<file path="src/rtl/spr_file.sv">
// Special-purpose register file with sticky interrupt-cause collection, jisr generation and rfe restore.
// Latency: ev registers into pending (1 cycle to jisr); jisr/il/spr_rdata are combinational; state updates on the edge.
// Backpressure: none; precedence jisr > rfe > spr_we. Optional SPR_PAGING_EN makes PTO/PTL real registers.
module spr_file #(
  parameter int                WIDTH       = 32,
  parameter int                NCAUSE      = 32,
  parameter int                NMASK       = 1,
  parameter logic [NCAUSE-1:0] REPEAT_MASK = '0
) (
  input  logic              clk,
  input  logic              rst_n,
  input  logic [NCAUSE-1:0] ev,
  input  logic              commit,
  input  logic [WIDTH-1:0]  pc,
  input  logic [WIDTH-1:0]  next_pc,
  input  logic [WIDTH-1:0]  ea,
  input  logic              spr_we,
  input  logic [2:0]        spr_addr,
  input  logic [WIDTH-1:0]  spr_wdata,
  output logic [WIDTH-1:0]  spr_rdata,
  input  logic              rfe,
  output logic              jisr,
  output logic [4:0]        il,
  output logic [WIDTH-1:0]  sr,
  output logic [WIDTH-1:0]  esr,
  output logic [WIDTH-1:0]  eca,
  output logic [WIDTH-1:0]  epc,
  output logic [WIDTH-1:0]  edata,
  output logic [WIDTH-1:0]  pto,
  output logic [WIDTH-1:0]  ptl,
  output logic              mode,
  output logic              emode
);

  localparam logic [2:0] A_SR    = 3'd0;
  localparam logic [2:0] A_ESR   = 3'd1;
  localparam logic [2:0] A_ECA   = 3'd2;
  localparam logic [2:0] A_EPC   = 3'd3;
  localparam logic [2:0] A_EDATA = 3'd4;
  localparam logic [2:0] A_PTO   = 3'd5;
  localparam logic [2:0] A_PTL   = 3'd6;
  localparam logic [2:0] A_MODE  = 3'd7;

  logic [NCAUSE-1:0] pending;
  logic [NCAUSE-1:0] mask;
  logic [NCAUSE-1:0] mca;
  logic [NCAUSE-1:0] eca_q;
  logic              rfe_take;
  logic              wr;
  logic              priv_ok;

  // Low causes are always enabled; the rest follow the SR enable bits.
  always_comb begin
    mask = '0;
    for (int i = 0; i < NCAUSE; i++) begin
      mask[i] = (i < NMASK) ? 1'b1 : sr[i];
    end
  end

  assign mca  = pending & mask;
  assign jisr = commit & (|mca);

  always_comb begin
    il = '0;
    for (int i = NCAUSE - 1; i >= 0; i--) begin
      if (mca[i]) il = 5'(i);
    end
  end

  assign rfe_take = rfe & commit & ~jisr;
  assign wr       = spr_we & ~jisr;
  assign priv_ok  = ~mode;
  assign eca      = WIDTH'(eca_q);

  always_ff @(posedge clk or negedge rst_n) begin
    if (!rst_n) begin
      pending <= '0;
    end else if (jisr) begin
      pending <= (pending & ~mca) | ev;
    end else begin
      pending <= pending | ev;
    end
  end

  // SR and MODE: an rfe restore beats a same-cycle movg2s to them.
  always_ff @(posedge clk or negedge rst_n) begin
    if (!rst_n) begin
      sr   <= '0;
      mode <= 1'b0;
    end else if (jisr) begin
      sr   <= '0;
      mode <= 1'b0;
    end else if (rfe_take) begin
      sr   <= esr;
      mode <= emode;
    end else if (wr && priv_ok) begin
      if (spr_addr == A_SR)   sr   <= spr_wdata;
      if (spr_addr == A_MODE) mode <= spr_wdata[0];
    end
  end

  always_ff @(posedge clk or negedge rst_n) begin
    if (!rst_n) begin
      esr   <= '0;
      emode <= 1'b0;
      eca_q <= '0;
      epc   <= '0;
      edata <= '0;
    end else if (jisr) begin
      esr   <= sr;
      emode <= mode;
      eca_q <= mca;
      epc   <= REPEAT_MASK[il] ? pc : next_pc;
      edata <= ea;
    end else if (wr) begin
      case (spr_addr)
        A_ESR:   esr   <= spr_wdata;
        A_ECA:   eca_q <= spr_wdata[NCAUSE-1:0];
        A_EPC:   epc   <= spr_wdata;
        A_EDATA: edata <= spr_wdata;
        default: ;
      endcase
    end
  end

`ifdef SPR_PAGING_EN
  always_ff @(posedge clk or negedge rst_n) begin
    if (!rst_n) begin
      pto <= '0;
      ptl <= '0;
    end else if (wr) begin
      if (spr_addr == A_PTO) pto <= spr_wdata;
      if (spr_addr == A_PTL) ptl <= spr_wdata;
    end
  end
`else
  assign pto = '0;
  assign ptl = '0;
`endif

  always_comb begin
    spr_rdata = '0;
    case (spr_addr)
      A_SR:    spr_rdata = sr;
      A_ESR:   spr_rdata = esr;
      A_ECA:   spr_rdata = eca;
      A_EPC:   spr_rdata = epc;
      A_EDATA: spr_rdata = edata;
      A_PTO:   spr_rdata = pto;
      A_PTL:   spr_rdata = ptl;
      A_MODE:  spr_rdata = {{(WIDTH-1){1'b0}}, mode};
      default: spr_rdata = '0;
    endcase
  end

endmodule

</file>
<file path="config.mk">
export PLATFORM = sky130hd
export DESIGN_NAME = spr_file
export DESIGN_NICKNAME = d
export VERILOG_FILES = /design/src/rtl/spr_file.sv
export SDC_FILE = /design/constraint.sdc
export NUM_CORES = 1
export LEC_CHECK = 0
export BUFFER_PORTS_ARGS = -buffer_cell sky130_fd_sc_hd__buf_2
export CAP_MARGIN = 20
export CORE_MARGIN = 3
export CORE_UTILIZATION = 40
export DETAILED_ROUTE_END_ITERATION = 6
export PLACE_DENSITY = 0.8
export SLEW_MARGIN = 20
export SYNTH_ARGS = -nofsm -noshare
export SYNTH_HDL_FRONTEND = slang
export SYNTH_SLANG_ARGS = --single-unit
</file>
<file path="constraint.sdc">
create_clock -name clk -period 2.9 [get_ports clk]
set_input_delay 0.29 -clock clk [delete_from_list [all_inputs] [get_ports clk]]
set_output_delay 0.29 -clock clk [all_outputs]
set_load 0.005 [all_outputs]
</file>
# ---- Word-level counts from Yosys, hierarchy flattened
# Memory sizes are Yosys's and may differ from the RTL's.
# Index checks and enable logic that the tools add are counted.
dict set report totals {
  ff_bits 194
  latch_bits 0
  mem_bits_rw 0
  mem_bits_ro 32
  input_bits 168
  out_inout_bits 264
  elab_cells 102
  n_memories 1
}
dict set report classes {
  add_sub_neg 0
  multipliers 0
  n_div 0
  magnitude_cmp 1
  n_eq_ne 7
  shifts 0
  muxes 56
  bitwise_logic 11
  n_reduce_logical 18
}
# name depth word_bits read_ports rd_ports_with_merged_regs wr line
set memory_table {}
lappend memory_table {{(no name shown)} 32 1 1 0 0 113} ;# epc <= REPEAT_MASK[il] ? pc : next_pc;
# op count
set ops {}
lappend ops {{$mux 32} 18}
lappend ops {{$pmux 32 s7} 1}
lappend ops {{$mux 5} 32}
lappend ops {{$and 32x32->32} 2}
lappend ops {{$or 32x32->32} 2}
lappend ops {{$not 32->32} 1}
lappend ops {{$reduce_or 32->1} 1}
lappend ops {{$eq 3x3->1 const B} 4}
lappend ops {{$reduce_and 2->1} 6}
lappend ops {{$reduce_bool 2->1} 5}
lappend ops {{$reduce_bool 3->1} 3}
lappend ops {{$eq 3x2->1 const B} 2}
lappend ops {{$lt 5x6->1 const B} 1}
lappend ops {{$mux 1} 5}
lappend ops {{$and 1x1->1} 4}
lappend ops {{$eq 3x1->1 const B} 1}
lappend ops {{$logic_not 3->1} 1}
lappend ops {{$not 1->1} 2}
lappend ops {{$reduce_or 2->1} 1}
lappend ops {{$logic_and 1x1->1} 1}

# ---- Logic depth before layout (Yosys ltp)
dict set report logic_depth {
  ltp_word 37
  ltp_mapped 9
  ltp_nobuf 6
}

# ---- Worst setup path after synthesis
# Ideal clock, no wire load.
dict set report synth_path {
  path_type {reg-to-output}
  from {reg sr[14]}
  to {out jisr}
  arrival_ns 2.090
  setup_slack_ns 0.520
  path_stages_with_launch 8
  n_path_buf 3
  path_cell_list {dfrtp_1 a22o_1 or4_4 o41ai_4 inv_2 buf_2 buf_6 buf_6}
}
dict set report synth_between {
  elab_chain_len 3
}
# item line
set synth_lines {}
lappend synth_lines {{start: declaration} 24} ;# output logic [WIDTH-1:0] sr,
lappend synth_lines {{start signal: assignment} 94} ;# sr <= esr;
lappend synth_lines {{start signal: assignment} 97} ;# if (spr_addr == A_SR) sr <= spr_wdata;
lappend synth_lines {{$and 32x32->32} 60} ;# assign mca = pending & mask;
lappend synth_lines {{$reduce_or 32->1} 61} ;# assign jisr = commit & (|mca);
lappend synth_lines {{$and 1x1->1} 61}
lappend synth_lines {{end: declaration} 22} ;# output logic jisr,
# Every way passes these cells.

# ---- Worst setup path after layout
dict set report layout_path {
  from {reg pending[10]}
  to {out jisr}
}
dict set report layout_between {
  elab_chain_len 3
}
# item line
set layout_lines {}
lappend layout_lines {{start: declaration} 44} ;# logic [NCAUSE-1:0] pending;
lappend layout_lines {{start signal: assignment} 79} ;# pending <= (pending & ~mca) | ev;
lappend layout_lines {{start signal: assignment} 81} ;# pending <= pending | ev;
lappend layout_lines {{$and 32x32->32} 60}
lappend layout_lines {{$reduce_or 32->1} 61}
lappend layout_lines {{$and 1x1->1} 61}
# Every way passes these cells.

==> out/results.tsv <==
stage	metric	value	unit
sta	relative slew slack	38.4	%
power_and_ir_drop	Combinational Power Share	21.7	%
critical_path	Worst Setup Start Kind	register	
power_and_ir_drop	overall power	7240	uW
finish	Finished Layout Cells	1823	
critical_path	Crit Reg-Reg Startpoint	pending[10]	
finish	share of layout cells above drive strength 1	31.4	%
critical_path	worst setup path endpoint	jisr	
clock_network	root buffer cell	clkbuf_16	
synth	Syn Area/Cell	9.63	um^2
routing	met3 wire len	3090	um
grt	largest net degree at the start of global routing	86	
power_and_ir_drop	cell internal pwr	4980	uW
critical_path	Cell Chain, Critical Path	a22o_1 -> or4_4 -> o41ai_4 -> buf_4 -> inv_8 -> buf_2	
grt	grt total ovfl	0	
routing	residual DRC count	0	
grt	global-route wire length before repair	56000	um
routing	metal2 WL	18500	um
place	Post-DP HPWL	27400	um
power_and_ir_drop	Flop pwr share	44.0	%
power_and_ir_drop	Power Dens Cells	532	nW/um^2
run_status	status	complete, no violations	
synth	top-area cell type share of the netlist area	44.1	%
floorplan	# IOs	432	
routing	WL per Instance	20.6	um
place	Placer Congestion	0.831	
critical_path	CP peak stage delay	580	ps
synth	list of most frequent post-synthesis cells	dfrtp_1, mux2i_1, nand2_1	
routing	initial DRC count	803	
sta	final setup skew	15.3	ps
synth	sequential share of the synthesized area	44.1	%
grt	vias in the first global route	9857	
critical_path	r2r setup slk	290	ps
floorplan	Die Span Y	172	um
synth	dominant synthesized flop cell	dfrtp_1	
critical_path	required time of the critical path	2610	ps
critical_path	crit path max fanout	28	
synth	library cells used by synthesis	52	
finish	Final Cell Area	13600	um^2
min_path	worst min path class	in -> reg	
finish	final layout net count	1635	
critical_path	cell depth of the worst flop-to-flop path	8	
clock_network	Num Clock Sinks	194	
place	# placed instances	1786	
place	number of buffers added on ports	335	
sta	RSZ-0062 raised after global routing	no	
synth	Post-synth EDFFs	0	
synth	Synth area leader	dfrtp_1	
sta	Setup Viol. Count Final	0	
grt	Global Route Usage Sum	24.5	%
routing	TritonRoute pass-1 iters	6	
clock_network	CTS tree	yes	
critical_path	Setup crit end kind	primary output	
floorplan	FP Rows	60	
synth	Post-synth ARST share	100	%
floorplan	die width	172	um
clock_network	clock transition at the registers of the reported paths	80	ps
place	placed instance area	13000	um^2
critical_path	WS Path Type	reg -> out	
routing	Vias/cell	5.63	
synth	Synth area leaders	dfrtp_1, mux2i_1, buf_4, nand2_1, a21oi_1	
power_and_ir_drop	Switching Share	31.2	%
critical_path	slowest CP cell	or4_4	
floorplan	core area	27000	um^2
sta	Final Hold Vio Count	0	
power_and_ir_drop	Switch Pwr	2260	uW
clock_network	worst skew pair latency	430	ps
power_and_ir_drop	peak supply drop	0.000338	V
synth	Cells after Synth	1142	
synth	number of synthesized register bits	194	
routing	via count	10264	
synth	synthesized cell area	11000	um^2
grt	initial antenna violation count	4	
synth	leading cell type by number of instances after synthesis	dfrtp_1	
routing	Final ANT Viol Nets	0	
job	Max-cap violations	0	
sta	f_max	353	MHz
critical_path	Worst Setup SP	pending[10]	
min_path	hold path start	ev[15]	
sta	worst slew pin tran	923	ps
routing	final wirelength	37500	um
synth	yosys warns	0	
power_and_ir_drop	share of total power in the clock network	34.3	%
sta	Max Slew Vio Count	0	
critical_path	Critical R2R Capture	eca[21]	
routing	DR top layer	met5	
finish	Area growth, synth to finish	23.7	%
routing	WL met1	15100	um
critical_path	WP data arrival	2540	ps
sta	Tmin final	2830	ps
clock_network	CTS Buffer Depth	2	
sta	period utilisation layout	97.7	%
clock_network	H-tree depth	4	
power_and_ir_drop	total leakage power	0.00655	uW
sta	total negative slack	0	ps
finish	Util after Layout	50.3	%
clock_network	TritonCTS Buffers	17	
floorplan	Die Area	29500	um^2
floorplan	starting density of the core	40.7	%
[how the worst min path moves through the flow]
stage                  end  cells after the start  slack (ps)
3_3_place_gp       epc[30]                      1         420
6_report       pending[15]                      2          40
3_5_place_dp       epc[30]                      1         410
4_1_cts        pending[15]                      2          20
2_1_floorplan       eca[0]                      0          -6
5_1_grt        pending[23]                      2          20
[sequential cells by signal, indices dropped and copies added (netlist names)]
register and flops:
eca 32, edata 32, esr 32, emode 1, pending 32, sr 32, epc 32, mode 1
[power by group through the flow]
stage	logic [uW]	registers, uW	clock network [uW]
floorplan	868	3200	0
CTS	1580	3180	2540
finish	1570	3190	2480
global placement	1540	3220	0
detailed placement	1570	3230	0
global route	1750	3220	2650
[worst max-delay path: cells and delay by family, from the launching register on]
kind,cells,cell delay (ps)
buffers and inverters,3,430
AOI/OAI and AO/OA,2,680
and+or+nand+nor,1,580
DFF,1,430
[cells in the final DEF (no fill, tap or decap), types with 4 or more instances in the layout]
master     count
nand3_1       18
a211oi_1      17
dfrtp_1      194
o22ai_1       24
o21ai_0       61
clkbuf_16     17
o21a_1        25
buf_4         48
nor2_1        65
a22oi_1       11
conb_1        64
a21o_1        32
a21oi_1       87
a22o_1        14
nor2b_1       12
buf_2        333
inv_1         24
nand2_1      117
mux2i_1      150
mux4_2         7
a211oi_2      27
o21ai_1       60
buf_12         4
[logic make-up after synthesis]
| logic type | Yosys count | synth area share (%) |
|---|---|---|
| buffers and inverters | 170 | 8.54 |
| other | 1 | 0.0341 |
| muxes | 158 | 15.2 |
| and+or+nand+nor | 236 | 9.18 |
| DFF | 194 | 44.1 |
| AOI/OAI and AO/OA | 383 | 22.9 |
[repair_timing]
item	4_1_cts	5_1_grt
buffers inserted	0	2
resized for setup	1	1
pin swaps	2	1
endpoints found under the setup margin	2	1
hold buffers	1	0
endpoints found under the hold margin	82	0
[stage by stage]
stage | worst slack (ps) | hold WS (ps)
after floorplan | 520 | -5.59
after global placement | 257 | 417
after detailed placement | 185 | 415
after CTS | 9.30 | 18.8
after global routing | 17.2 | 15.6
final | 66.5 | 39.5
[metal layers]
| layer | GRT usage, % | vias to the layer above |
|---|---|---|
| li1 | - | 4659 |
| met2 | 41.2 | 550 |
| met4 | 8.30 | 2 |
| met1 | 31.5 | 4993 |
| met3 | 5.17 | 60 |
| met5 | 0 | - |
[final cells by class]
cell class | instances | area [um^2]
fill | 2508 | 13400
clock inverter | 11 | 143
antenna | 2 | 5.00
inverter | 26 | 105
sequential | 194 | 4850
tap | 341 | 427
multi-input combinational | 841 | 5480
clock buffer | 21 | 460
timing repair buffer | 387 | 2130
Note: power is estimated with default switching activity, not from simulation.
